[src/rtl/rca_cfg_decoder.sv]
// rca_cfg_decoder
//   Buffers RCA configuration instructions in an in-order FIFO and decodes
//   the head through an IDLE/DECODE/STALL/WRITE machine. Each legal
//   instruction produces one registered write strobe. A strobe is held off
//   while its target RCA is busy; global types wait until every RCA is idle.
//   Illegal instructions are dropped with a one-cycle illegal pulse.
// Ports
//   clk, rst_n        : clock, asynchronous active-low reset
//   issue_*           : valid/ready handshake with funct3/funct7/rs1/rs2
//   rca_busy          : per-RCA execute status
//   cfg_pending       : per-RCA "configuration still queued" flags
//   illegal           : one-cycle pulse when an illegal head is dropped
//   wr_rca/idx/val    : write target and payload (zero outside WRITE)
//   *_we, flag bits   : one-hot write enable and its qualifiers
// Optional feature
//   RCA_CFG_PERF_EN   : adds perf_writes / perf_stall_cycles counters
// FIFO_DEPTH must be a power of two, at least 2.
module rca_cfg_decoder #(
  parameter int unsigned NUM_RCAS   = 4,
  parameter int unsigned FIFO_DEPTH = 4
) (
  input  logic                clk,
  input  logic                rst_n,
  input  logic                issue_valid,
  output logic                issue_ready,
  input  logic [2:0]          funct3,
  input  logic [6:0]          funct7,
  input  logic [31:0]         rs1_data,
  input  logic [31:0]         rs2_data,
  input  logic [NUM_RCAS-1:0] rca_busy,
  output logic [NUM_RCAS-1:0] cfg_pending,
  output logic                illegal,
  output logic [1:0]          wr_rca,
  output logic [5:0]          wr_idx,
  output logic [4:0]          wr_val,
  output logic                cpu_reg_we,
  output logic                cpu_reg_is_dest,
  output logic                cpu_reg_is_fb,
  output logic                grid_mux_we,
  output logic                io_mux_we,
  output logic                res_mux_we,
  output logic                res_mux_fb,
  output logic                io_use_we
`ifdef RCA_CFG_PERF_EN
  ,
  output logic [31:0]         perf_writes,
  output logic [31:0]         perf_stall_cycles
`endif
);

  localparam int unsigned AW = $clog2(FIFO_DEPTH);

  // Only the operand bits any write type can use are stored.
  typedef struct packed {
    logic [2:0] f3;
    logic [6:0] f7;
    logic [5:0] rs1;
    logic [4:0] rs2;
  } entry_t;

  typedef enum logic [1:0] {IDLE, DECODE, STALL, WRITE} state_t;

  state_t        state, state_n;
  entry_t        mem [FIFO_DEPTH];
  logic [AW-1:0] rd_ptr, wr_ptr;
  logic [AW:0]   count, count_n;
  logic          push, pop, load_wr, illegal_n;
  entry_t        head;
  logic          head_illegal, head_busy;

  logic unused_bits;
  assign unused_bits = ^{rs1_data[31:6], rs2_data[31:5]};

  assign push = issue_valid && issue_ready;
  assign head = mem[rd_ptr];
  assign count_n = count + (AW+1)'(push) - (AW+1)'(pop);

  always_ff @(posedge clk) begin
    if (push) mem[wr_ptr] <= '{f3: funct3, f7: funct7, rs1: rs1_data[5:0], rs2: rs2_data[4:0]};
  end

  always_ff @(posedge clk or negedge rst_n) begin
    if (!rst_n) begin
      rd_ptr      <= '0;
      wr_ptr      <= '0;
      count       <= '0;
      issue_ready <= 1'b0;
      state       <= IDLE;
      illegal     <= 1'b0;
    end else begin
      if (push) wr_ptr <= wr_ptr + 1'b1;
      if (pop)  rd_ptr <= rd_ptr + 1'b1;
      count       <= count_n;
      // Registered from the next occupancy so a full FIFO is never overrun.
      issue_ready <= (count_n != (AW+1)'(FIFO_DEPTH));
      state       <= state_n;
      illegal     <= illegal_n;
    end
  end

  // Head classification: legality and whether its target is currently busy.
  always_comb begin
    logic per_rca, global_t;
    per_rca  = (head.f3 == 3'b001) || (head.f3 == 3'b100) || (head.f3 == 3'b101);
    global_t = (head.f3 == 3'b010) || (head.f3 == 3'b011);
    head_illegal = !(per_rca || global_t) || (per_rca && (head.f7 >= 7'(NUM_RCAS)));
    head_busy = 1'b0;
    if (global_t) begin
      head_busy = |rca_busy;
    end else begin
      for (int unsigned r = 0; r < NUM_RCAS; r++)
        if (head.f7 == 7'(r)) head_busy = rca_busy[r];
    end
  end

  always_comb begin
    state_n   = state;
    pop       = 1'b0;
    load_wr   = 1'b0;
    illegal_n = 1'b0;
    case (state)
      IDLE:   if (count != '0) state_n = DECODE;
      DECODE: begin
        if (head_illegal) begin
          pop       = 1'b1;
          illegal_n = 1'b1;
          state_n   = IDLE;
        end else if (head_busy) begin
          state_n = STALL;
        end else begin
          load_wr = 1'b1;
          state_n = WRITE;
        end
      end
      STALL: if (!head_busy) begin
        load_wr = 1'b1;
        state_n = WRITE;
      end
      WRITE: begin
        pop     = 1'b1;
        state_n = ((count > (AW+1)'(1)) || push) ? DECODE : IDLE;
      end
      default: state_n = IDLE;
    endcase
  end

  // Write outputs are loaded on the edge entering WRITE, so the strobe is
  // visible exactly during the WRITE cycle and cleared on the next edge.
  always_ff @(posedge clk or negedge rst_n) begin
    if (!rst_n) begin
      wr_rca <= '0; wr_idx <= '0; wr_val <= '0;
      cpu_reg_we <= 1'b0; cpu_reg_is_dest <= 1'b0; cpu_reg_is_fb <= 1'b0;
      grid_mux_we <= 1'b0; io_mux_we <= 1'b0;
      res_mux_we <= 1'b0; res_mux_fb <= 1'b0; io_use_we <= 1'b0;
    end else begin
      wr_rca <= '0; wr_idx <= '0; wr_val <= '0;
      cpu_reg_we <= 1'b0; cpu_reg_is_dest <= 1'b0; cpu_reg_is_fb <= 1'b0;
      grid_mux_we <= 1'b0; io_mux_we <= 1'b0;
      res_mux_we <= 1'b0; res_mux_fb <= 1'b0; io_use_we <= 1'b0;
      if (load_wr) begin
        wr_rca <= head.f7[1:0];
        case (head.f3)
          3'b001: begin
            cpu_reg_we      <= 1'b1;
            wr_idx          <= {3'b000, head.rs1[2:0]};
            wr_val          <= head.rs2;
            cpu_reg_is_dest <= head.rs1[3];
            cpu_reg_is_fb   <= head.rs1[4];
          end
          3'b010: begin
            grid_mux_we <= 1'b1;
            wr_idx      <= head.rs1;
            wr_val      <= {2'b00, head.rs2[2:0]};
          end
          3'b011: begin
            io_mux_we <= 1'b1;
            wr_idx    <= head.rs1;
            wr_val    <= {2'b00, head.rs2[2:0]};
          end
          3'b100: begin
            res_mux_we <= 1'b1;
            wr_idx     <= {3'b000, head.rs1[2:0]};
            wr_val     <= {2'b00, head.rs2[2:0]};
            res_mux_fb <= head.rs1[3];
          end
          3'b101: begin
            io_use_we <= 1'b1;
            wr_val    <= head.rs1[4:0];
          end
          default: ;
        endcase
      end
    end
  end

  // Pending flags cover every occupied slot; the head stays in the FIFO
  // through its WRITE cycle, so the in-flight entry is included.
  always_comb begin
    entry_t e;
    cfg_pending = '0;
    for (int unsigned i = 0; i < FIFO_DEPTH; i++) begin
      e = mem[rd_ptr + AW'(i)];
      if ((AW+1)'(i) < count) begin
        if ((e.f3 == 3'b010) || (e.f3 == 3'b011)) begin
          cfg_pending = '1;
        end else if ((e.f3 == 3'b001) || (e.f3 == 3'b100) || (e.f3 == 3'b101)) begin
          for (int unsigned r = 0; r < NUM_RCAS; r++)
            if (e.f7 == 7'(r)) cfg_pending[r] = 1'b1;
        end
      end
    end
  end

`ifdef RCA_CFG_PERF_EN
  always_ff @(posedge clk or negedge rst_n) begin
    if (!rst_n) begin
      perf_writes       <= '0;
      perf_stall_cycles <= '0;
    end else begin
      if (state == WRITE) perf_writes       <= perf_writes + 32'd1;
      if (state == STALL) perf_stall_cycles <= perf_stall_cycles + 32'd1;
    end
  end
`endif

endmodule

[config.mk]
export PLATFORM = sky130hd
export DESIGN_NAME = rca_cfg_decoder
export DESIGN_NICKNAME = d
export VERILOG_FILES = /design/src/rtl/rca_cfg_decoder.sv
export SDC_FILE = /design/constraint.sdc
export NUM_CORES = 1
export LEC_CHECK = 0
export CORE_ASPECT_RATIO = 2
export CORE_MARGIN = 4
export CORE_UTILIZATION = 35
export DETAILED_ROUTE_END_ITERATION = 16
export SYNTH_ARGS = -nofsm -noshare
export SYNTH_HDL_FRONTEND = slang
export SYNTH_SLANG_ARGS = --single-unit
[constraint.sdc]
create_clock -name clk -period 4 [get_ports clk]
set_clock_uncertainty 0.15 [all_clocks]
set_input_delay 0.8 -clock clk [delete_from_list [all_inputs] [get_ports clk]]
set_output_delay 0.8 -clock clk [all_outputs]
set_load 0.02 [all_outputs]
[Yosys cells after proc, flatten, opt, wreduce, memory -nomap -nowiden]
Memory sizes are Yosys's and may differ from the RTL's.
Cells that the tools add are included.
W data, S select, Z words.
Storage, ports and cells
  bits in registers: 32
  bits in writable memories: 84
  input port bits: 81
  output and inout bits: 27
  word-level logic and storage cells: 165
  memories: 1
Memories
  mem: words 4, width 21, rd ports 4, clocked after Yosys merged registers in 0, write ports 1, RTL line 64  | entry_t mem [FIFO_DEPTH];
Cells by class
  $add $sub $neg: 6
  $lt $le $gt $ge: 6
  eq/ne operators: 38
  mux-type cells: 68
  reductions and logical operators: 29
Operator list (count)
  $eq A7 B2 Y1 const B: 8
  $mux W4: 12
  $mux W1: 45
  $eq A7 B1 Y1 const B: 4
  $logic_not A7 Y1: 4
  $eq A3 B2 Y1 const B: 8
  $eq A3 B3 Y1 const B: 8
  $logic_or A1 B1 Y1: 15
  $pmux W5 S3: 1
  $eq A3 B1 Y1 const B: 4
  $pmux W6 S2: 1
  $mux W2: 4
  $pmux W2 S4: 1
  $ge A7 B3 Y1 const B: 1
  $lt A1 B3 Y1 const A: 2
  $lt A2 B3 Y1 const A: 2
  $mux W6: 1
  $mux W5: 1
  $add A2 B1 Y2 const B: 2
  $add A2 B2 Y2 const B: 2
  $eq A2 B2 Y1 const B: 2
  $ne A2 B2 Y1 const B: 2
  $pmux W1 S2: 2
  $reduce_or A2 Y1: 2
  other kinds (12): 13

[Depth between registers and ports, before layout]
Gate-level depths: netlist (run 1).
An unclocked memory read counts as a cell.
  word-level depth: 19
  depth in mapped cells: 13
  mapped depth without buffers: 11

[Worst setup path after synthesis (run 1)]
Ideal clock, no wire load.
  path kind: register -> register
  start point: register rd_ptr[1]
  end point: register issue_ready
  library setup time: 0.125 ns
  data arrival time: 2.847 ns
  required time: 3.725 ns
  setup slack: 0.878 ns
  stages on the path, launching flop included: 14
  buffers on the path: 2
  period minus slack after synthesis: 3.122 ns
  cell sequence: dfrtp_1 > buf_6 > buf_2 > nor4b_1 > o22ai_1 > a21oi_1 > nor3b_1 > or2_2 > ha_1 > inv_1 > ha_1 > fa_1 > xnor2_1 > nand2_1
Between the ends
  longest elaborated chain between the ends: 11
  elaborated cells between the ends (all ways): 18
  classes of those cells: add/sub (1); order compare (1); eq/ne (6); mux (2); reduce/logical (7); memory (1)
RTL lines
  start, declared: RTL line 65  | logic [AW-1:0] rd_ptr, wr_ptr;
  start signal, assigned: RTL line 92  | if (pop) rd_ptr <= rd_ptr + 1'b1;
  $mem_v2 Z4 W21 (*)
  branches (longest 5 deep; another with $ge A7 B3 Y1)
  $logic_or A1 B1 Y1 (*): RTL line 106  | head_illegal = !(per_rca || global_t) || (per_rca && (head.f7 >= 7'(NUM_RCAS)));
  $mux W1 (*): RTL line 124  | if (head_illegal) begin
  $pmux W1 S2 (*): RTL line 121  | case (state)
  net pop: RTL line 67  | logic push, pop, load_wr, illegal_n;
  $sub A3 B1 Y3 (*): RTL line 76  | assign count_n = count + (AW+1)'(push) - (AW+1)'(pop);
  net count_n[2]: RTL line 66  | logic [AW:0] count, count_n;
  $ne A3 B3 Y1 (*): RTL line 95  | issue_ready <= (count_n != (AW+1)'(FIFO_DEPTH));
  end signal, assigned: RTL line 95
  end, declared: RTL line 25  | output logic issue_ready,
Mark *: on every way through the listed nets, which the timed path passes.
A chain may end at the register's enable or synchronous reset.

[Worst setup path in the final report (run 1)]
  start point: register rd_ptr[0]
  end point: output port cfg_pending[0]
Between the ends
  longest elaborated chain between the ends: 19
  elaborated cells between the ends (all ways): 56
  classes of those cells: add/sub (3); eq/ne (20); mux (16); reduce/logical (16); memory (1)
RTL lines
  $mem_v2 Z4 W21 (*)
  $eq A3 B1 Y1 / $eq A3 B3 Y1 (equally long branches): RTL line 206  | end else if ((e.f3 == 3'b001) || (e.f3 == 3'b100) || (e.f3 == 3'b101)) begin
  $logic_or A1 B1 Y1 (2 in series): RTL line 206
  $mux W4: RTL line 206
  $mux W4: RTL line 204  | if ((e.f3 == 3'b010) || (e.f3 == 3'b011)) begin
  $mux W4: RTL line 203  | if ((AW+1)'(i) < count) begin
  $mux W1: RTL line 208  | if (e.f7 == 7'(r)) cfg_pending[r] = 1'b1;
  $mux W4: RTL line 206
  [... 2 more ...]
  $mux W1: RTL line 208
  $mux W4: RTL line 206
  $mux W4: RTL line 204
  $mux W4: RTL line 203
  $mux W1: RTL line 208
  $mux W4: RTL line 206
  $mux W4: RTL line 204
  $mux W4 (*): RTL line 203
  end, declared: RTL line 31  | output logic [NUM_RCAS-1:0] cfg_pending,
Mark *: on every way between the ends. The rest lies on a longest branch, timed or not.

==> results of run 1 <==
## cell families after synthesis
logic type	synth area share, %
AO/OA/AOI/OAI	8.40
AND/OR/NAND/NOR	10.7
adder cells (fa/ha/maj)	3.35
multiplexers	12.8
buffers and inverters	2.96
flip-flops	61.0
XOR/XNOR	0.803
## state kept, by name (all words and copies together), names as in the netlist, named ones only
name,count
cpu_reg_is_dest,1
illegal,1
wr_idx,6
rd_ptr,2
cpu_reg_is_fb,1
wr_val,5
cpu_reg_we,1
io_use_we,1
wr_ptr,2
res_mux_fb,1
count,3
io_mux_we,1
mem,84
grid_mux_we,1
issue_ready,1
state,1
wr_rca,2
res_mux_we,1
## synthesized netlist by cell type, types with 4 or more instances
cell	instances
nor3_1	14
buf_6	5
nor2_1	25
mux2i_1	10
clkbuf_1	4
a21oi_1	14
nor4_1	5
nor4b_1	4
o211ai_1	4
nor3b_1	4
mux4_2	22
o21a_1	4
buf_2	6
xnor2_1	4
a211oi_1	7
nand2_1	22
nand2b_1	5
inv_1	13
dfrtp_1	32
ha_1	13
o221ai_1	6
o21ai_0	8
mux2_2	9
or2_2	7
nand3_1	5
and3_1	4
edfxtp_1	84
## layout make-up
cell class | count | area [um2] | area share [%]
flip-flops and latches | 116 | 3330 | 47.8
multi-input cells | 232 | 1980 | 28.5
repair buffers | 81 | 751 | 10.8
clock buffers | 21 | 526 | 7.54
well taps | 198 | 248 | 3.56
clock inverters | 11 | 81.3 | 1.17
inverters | 13 | 48.8 | 0.700
## power breakdown
group / internal, mW / total (mW) / switching [mW]
clock: 0.946 / 1.49 / 0.543
combinational: 1.02 / 2.26 / 1.24
sequential: 1.57 / 1.71 / 0.146
## metal layers
metal	track usage (%)	vias up	routed length (um)
met5	0	-	0
li1	-	1627	-
met1	14.3	1676	4010
met4	6.73	0	316
met3	3.15	24	512
met2	25.2	89	6410
## per-stage QoR
| step | hold WS [ns] | util (%) | power, mW |
|---|---|---|---|
| floorplan | 0.348 | - | 3.31 |
| global placement | 0.366 | 41.1 | 3.94 |
| detailed placement | 0.379 | 41.1 | 4.01 |
| CTS | 0.388 | 45.1 | 5.47 |
| global route | 0.408 | 45.5 | 5.81 |
| finish | 0.381 | 45.5 | 5.46 |
## how the worst max path moves through the flow
stage / end / cells after the start
after CTS: cfg_pending[3] / 8
after global placement: cfg_pending[3] / 7
final: cfg_pending[0] / 7
after floorplan: issue_ready / 13
after detailed placement: cfg_pending[1] / 8
after global routing: cfg_pending[0] / 8
## worst reg2reg max path, cell delays in order, from the launching register on
cell      delay [ns]
dfrtp_2         0.46
buf_4           0.16
mux4_2          0.51
buf_4           0.20
o21bai_1        0.20
a21oi_1         0.08
nor3b_1         0.39
or2_2           0.21
ha_1            0.22
inv_1           0.06
ha_1            0.16
fa_1            0.45
nor2_1          0.10
nand2_1         0.06
## repair_timing
item / 4_1_cts / 5_1_grt
gates resized for setup: 6 / 3
setup buffers: 0 / 7
gates cloned: 0 / 0
setup endpoints to repair: 4 / 4
hold endpoints to repair: 0 / 0
==> reports/metrics.cfg, run 1 <==
[sta]
slew_headroom_pct = 62.0
fmax_ghz = 0.261
period_needed_ns = 3.82
hold_viol = 0
setup_tns_ns = 0
final.period_utilization_pct = 95.6
setup_viol = 0
layout_setup_ws_ns = 0.175
maxSlewViolCount = 0
worst_pin_slew_ns = 0.565

[worst_hold_path]
hold_path.class = reg -> reg
hp-start = wr_ptr[0]
min_path_cells = 1
hold-path-endpoint = wr_ptr[0]

[logic_synthesis]
synthesis.nets = 473
syn_inst = 378
ys_seq_area_share_pct = 61.0
synthArstFlopShare_pct = 27.6
syn_area_um2 = 5450
ys_warn_count = 0
netlist_top_cells_area = edfxtp_1, dfrtp_1, mux4_2
synth_flop_cell = edfxtp_1
yosys.area.top_type = edfxtp_1
synth_top_area_share_pct = 46.3
syn_avg_cell_area_um2 = 14.4
synth_cell_type_count = 55
ys_ff_latch = 116
synth_edf_count = 84

[global_routing]
grt_pass1_wl_um = 18200
antenna_found_initial = 0
grt_max_degree = 33
grt_overflow = 0
grt_use_total_pct = 13.8
first_global_vias = 3600

[run_status]
status = finished, final reports clean

[setup_path]
crit_type = reg -> out
setup.worst_path.end_class = primary output
crit_arrival_ns = 2.87
r2r_end = issue_ready
cp_max_fo = 15
r2r_slack_ns = 0.47
critPathLaunch = rd_ptr[0]
reg2reg_from = rd_ptr[1]
cp.required_ns = 3.05
startpoint_type = register
cp_top_family = compound AO/OA/AOI/OAI gates
crit_buf_inv = 1
slowest_stage = dfrtp_4
path_cells = mux4_2 -> or2_2 -> o2111ai_1 -> nor3_1 -> a211oi_1 -> o211ai_1 -> dlygate4sd2_1
reg2regPathDepth = 13
cp_slowest_stage_delay_ns = 0.55

[layout]
drive_gt1_share_pct = 23.4
final_area_um2 = 6970
mostFrequentLayoutCells = edfxtp_1, clkdlybuf4s50_1, dfrtp_1
insertedDiodeCount = 0
num-fill-cells = 1359
final_common_cell = edfxtp_1
area_growth_pct = 27.8
nets = 556
finalNonFillerCells = 672

[clock_tree]
cts_buffer_depth = 2
cts-hold-fix-buffers = 0
htree_levels = 4
clk-insertion-delay-late_ns = 0.41
cts_tree = done
cts.reportedPaths.clkPinSlew_ns = 0.05
clockRootBuffer = clkbuf_16
cts_sinks = 116
cts-buffers-inserted = 17

[place]
gp_congestion = 0.823
place.port_buffers = 54
preCtsSetupSlack_ns = 0.171
dp_hpwl_um = 8240
dpl_cell_area_um2 = 6290
dp_cells = 633

[route]
wl_per_cell_um = 16.7
ant_nets = 0
num_vias = 3416
vias_per_cell = 5.08
first_pass_iters = 4
drc = 0
drt-total-wl_um = 11200
drt_iter0_drc = 163

[job]
cap_violations = 0

[die]
pin_count = 108
die_w_um = 96.3
core_um2 = 15300
dieArea_um2 = 17800
initial_utilization_pct = 35.6
rows = 64
die_y_um = 184

[power]
p_leak_nw = 2.55
p_per_area_nw_per_um2 = 784
ir_worst_vdd_mv = 0.238

No activity file was read; power rests on OpenSTA's default activity.
==> run 2, diff against run 1 <==
--- a/config.mk
+++ b/config.mk
@@ -5,6 +5,7 @@
 export SDC_FILE = /design/constraint.sdc
 export NUM_CORES = 1
 export LEC_CHECK = 0
+export ABC_CLOCK_PERIOD_IN_PS = 4000
 export CORE_ASPECT_RATIO = 2
 export CORE_MARGIN = 4
 export CORE_UTILIZATION = 35
==> results of run 2 <==
No change in the layout: final DEF, timing and power equal those of run 1.
==> run 3, diff against run 2 <==
--- a/config.mk
+++ b/config.mk
@@ -9,6 +9,7 @@
 export CORE_ASPECT_RATIO = 2
 export CORE_MARGIN = 4
 export CORE_UTILIZATION = 35
+export CTS_BUF_LIST = sky130_fd_sc_hd__clkbuf_4 sky130_fd_sc_hd__clkbuf_8
 export DETAILED_ROUTE_END_ITERATION = 16
 export SYNTH_ARGS = -nofsm -noshare
 export SYNTH_HDL_FRONTEND = slang
==> reports/metrics.cfg, run 3 (same netlist as run 1, synthesis figures left out) <==
[run_status]
status = finished, final reports clean

[power]
switching_share_pct = 36.5  ; +1.2 points
p_per_area_nw_per_um2 = 758  ; -3.3%
power_frac_comb_pct = 44.3  ; +2.9 points
p_int_mw = 3.28  ; -7.2%
p_clk_share_pct = 22.6  ; -4.6 points
power_frac_seq_pct = 33.2  ; +1.9 points
ir_worst_vdd_mv = 0.288  ; +21%
p_leak_nw = 2.48  ; -2.8%
p_sw_mw = 1.89  ; -2.1%

[clock_tree]
clk-insertion-delay-late_ns = 0.43  ; +0.02 ns
cts_sinks = 116  ; unchanged
cts_tree = done
htree_levels = 4  ; unchanged
cts-buffers-inserted = 17  ; unchanged
cts_buffer_depth = 2  ; unchanged
cts.reportedPaths.clkPinSlew_ns = 0.07  ; +0.02 ns
clockRootBuffer = clkbuf_8

[layout]
drive_gt1_share_pct = 24.2  ; +0.79 points
top_regs = mem x84, wr_idx x6, wr_val x5
largest_reg_flops = 84  ; unchanged
nets = 557  ; +0.18%
finalNonFillerCells = 673  ; +0.15%
area_growth_pct = 25.1
final_common_cell = edfxtp_1
largest_register = mem
mostFrequentLayoutCells = edfxtp_1, clkdlybuf4s50_1, dfrtp_1
insertedDiodeCount = 0  ; unchanged
fin_util_pct = 44.6  ; -0.97 points

[sta]
hold_viol = 0  ; unchanged
worst_pin_slew_ns = 0.566  ; +0.00115 ns
slew_headroom_pct = 61.9  ; -0.077 points
holdWs_ns = 0.392  ; +0.0114 ns
period_needed_ns = 3.88  ; +0.0577 ns
fmax_ghz = 0.258  ; -1.5%
maxSlewViolCount = 0  ; unchanged
rsz0062_at_grt = true
setup_tns_ns = 0  ; unchanged
layout_setup_ws_ns = 0.117  ; -0.0577 ns
final.period_utilization_pct = 97.1  ; +1.4 points
setup_viol = 0  ; unchanged

[setup_path]
setup.worst_path.end_class = primary output
crit_type = reg -> out
cp_top_family = compound AO/OA/AOI/OAI gates
startpoint_type = register
slowest_stage = dfrtp_4
crit_buf_inv = 2  ; +1
cp.required_ns = 3.05  ; about the same
crit_arrival_ns = 2.93  ; +0.06 ns
cp_slowest_stage_delay_ns = 0.58  ; +0.03 ns
cp_max_fo = 26  ; +11
path_cells = buf_12 -> or3_1 -> o221ai_1 -> o2111ai_1 -> nor3_1 -> a211oi_1 -> o211ai_1 -> dlygate4sd2_1

[job]
cap_violations = 0  ; unchanged

[global_routing]
antenna_found_initial = 0  ; unchanged
grt_overflow = 0  ; unchanged
grt_pass1_wl_um = 18100  ; -0.61%
grt_max_degree = 33  ; unchanged
first_global_vias = 3619  ; +0.53%
grt_use_total_pct = 13.7  ; -0.12 points

[route]
drt-total-wl_um = 11300  ; +0.60%
wl_per_cell_um = 16.8  ; +0.46%
drt_iter0_drc = 155  ; -4.9%
ant_nets = 0  ; unchanged
first_pass_iters = 6  ; +2
drc = 0  ; unchanged
top_layer = met4
dr_wl_met2_um = 6430  ; +0.27%
routed-wl-met3_um = 402  ; -21%
num_vias = 3404  ; -0.35%
vias_per_cell = 5.06  ; -0.50%
met1Wirelength_um = 4220  ; +5.3%

[die]
die_w_um = 96.3  ; unchanged
dieArea_um2 = 17800  ; unchanged
initial_utilization_pct = 35.6  ; unchanged
pin_count = 108  ; unchanged
die_y_um = 184  ; unchanged
rows = 64  ; unchanged
core_um2 = 15300  ; unchanged

[place]
dp_hpwl_um = 8240  ; unchanged
dp_cells = 633  ; unchanged
place.port_buffers = 54  ; unchanged
gp_congestion = 0.823  ; unchanged
preCtsSetupSlack_ns = 0.171  ; unchanged

[worst_hold_path]
hold_path.class = reg -> reg

-- run 3: final timing paths --
check / depth (start not counted) / from / slack (ns) / endpoint
setup / recovery: 8 / rd_ptr[0] / 0.12 / cfg_pending[3]
hold / removal: 1 / wr_ptr[0] / 0.39 / wr_ptr[0]
setup reg to reg: 13 / rd_ptr[1] / 0.45 / issue_ready
hold reg to reg: 1 / wr_ptr[0] / 0.39 / wr_ptr[0]
max in group asynchronous: 2 / rst_n / 2.78 / rd_ptr[0]
min in group asynchronous: 2 / rst_n / 0.60 / wr_ptr[0]
-- run 3: power by group through the flow --
stage / sequential (mW) / combinational [mW] / clock (mW)
finish: 1.71 / 2.29 / 1.17
global route: 1.74 / 2.51 / 1.25
CTS: 1.73 / 2.22 / 1.20
detailed placement: 1.75 / 2.26 / 0
global placement: 1.74 / 2.21 / 0
floorplan: 1.70 / 1.60 / 0
-- run 3: repair_timing --
action                                  CTS  global route
endpoints found under the setup margin    4             4
setup buffers                             0             8
resized for setup                         6             6
hold buffers                              0             0
-- run 3: area by class of cell --
| cell class | count | area (um2) |
|---|---|---|
| clock buffers | 17 | 234 |
| repair buffers | 82 | 758 |
| flip-flops and latches | 116 | 3330 |
| well taps | 198 | 248 |
| inverters | 13 | 48.8 |
| fillers | 1373 | 8480 |
| clock inverters | 15 | 201 |
| multi-input cells | 232 | 2000 |
-- run 3: metal layers --
metal	track usage, %	vias to the layer above
li1	-	1629
met3	2.78	19
met4	6.96	0
met5	0	-
met2	25.2	77
met1	14.1	1679
-- run 3: metrics by stage --
step / instance area [um2] / total power [mW]
3_5_place_dp: 6290 / 4.01
2_1_floorplan: 5450 / 3.31
6_report: 6820 / 5.17
3_3_place_gp: 6290 / 3.94
4_1_cts: 6730 / 5.15
5_1_grt: 6820 / 5.51
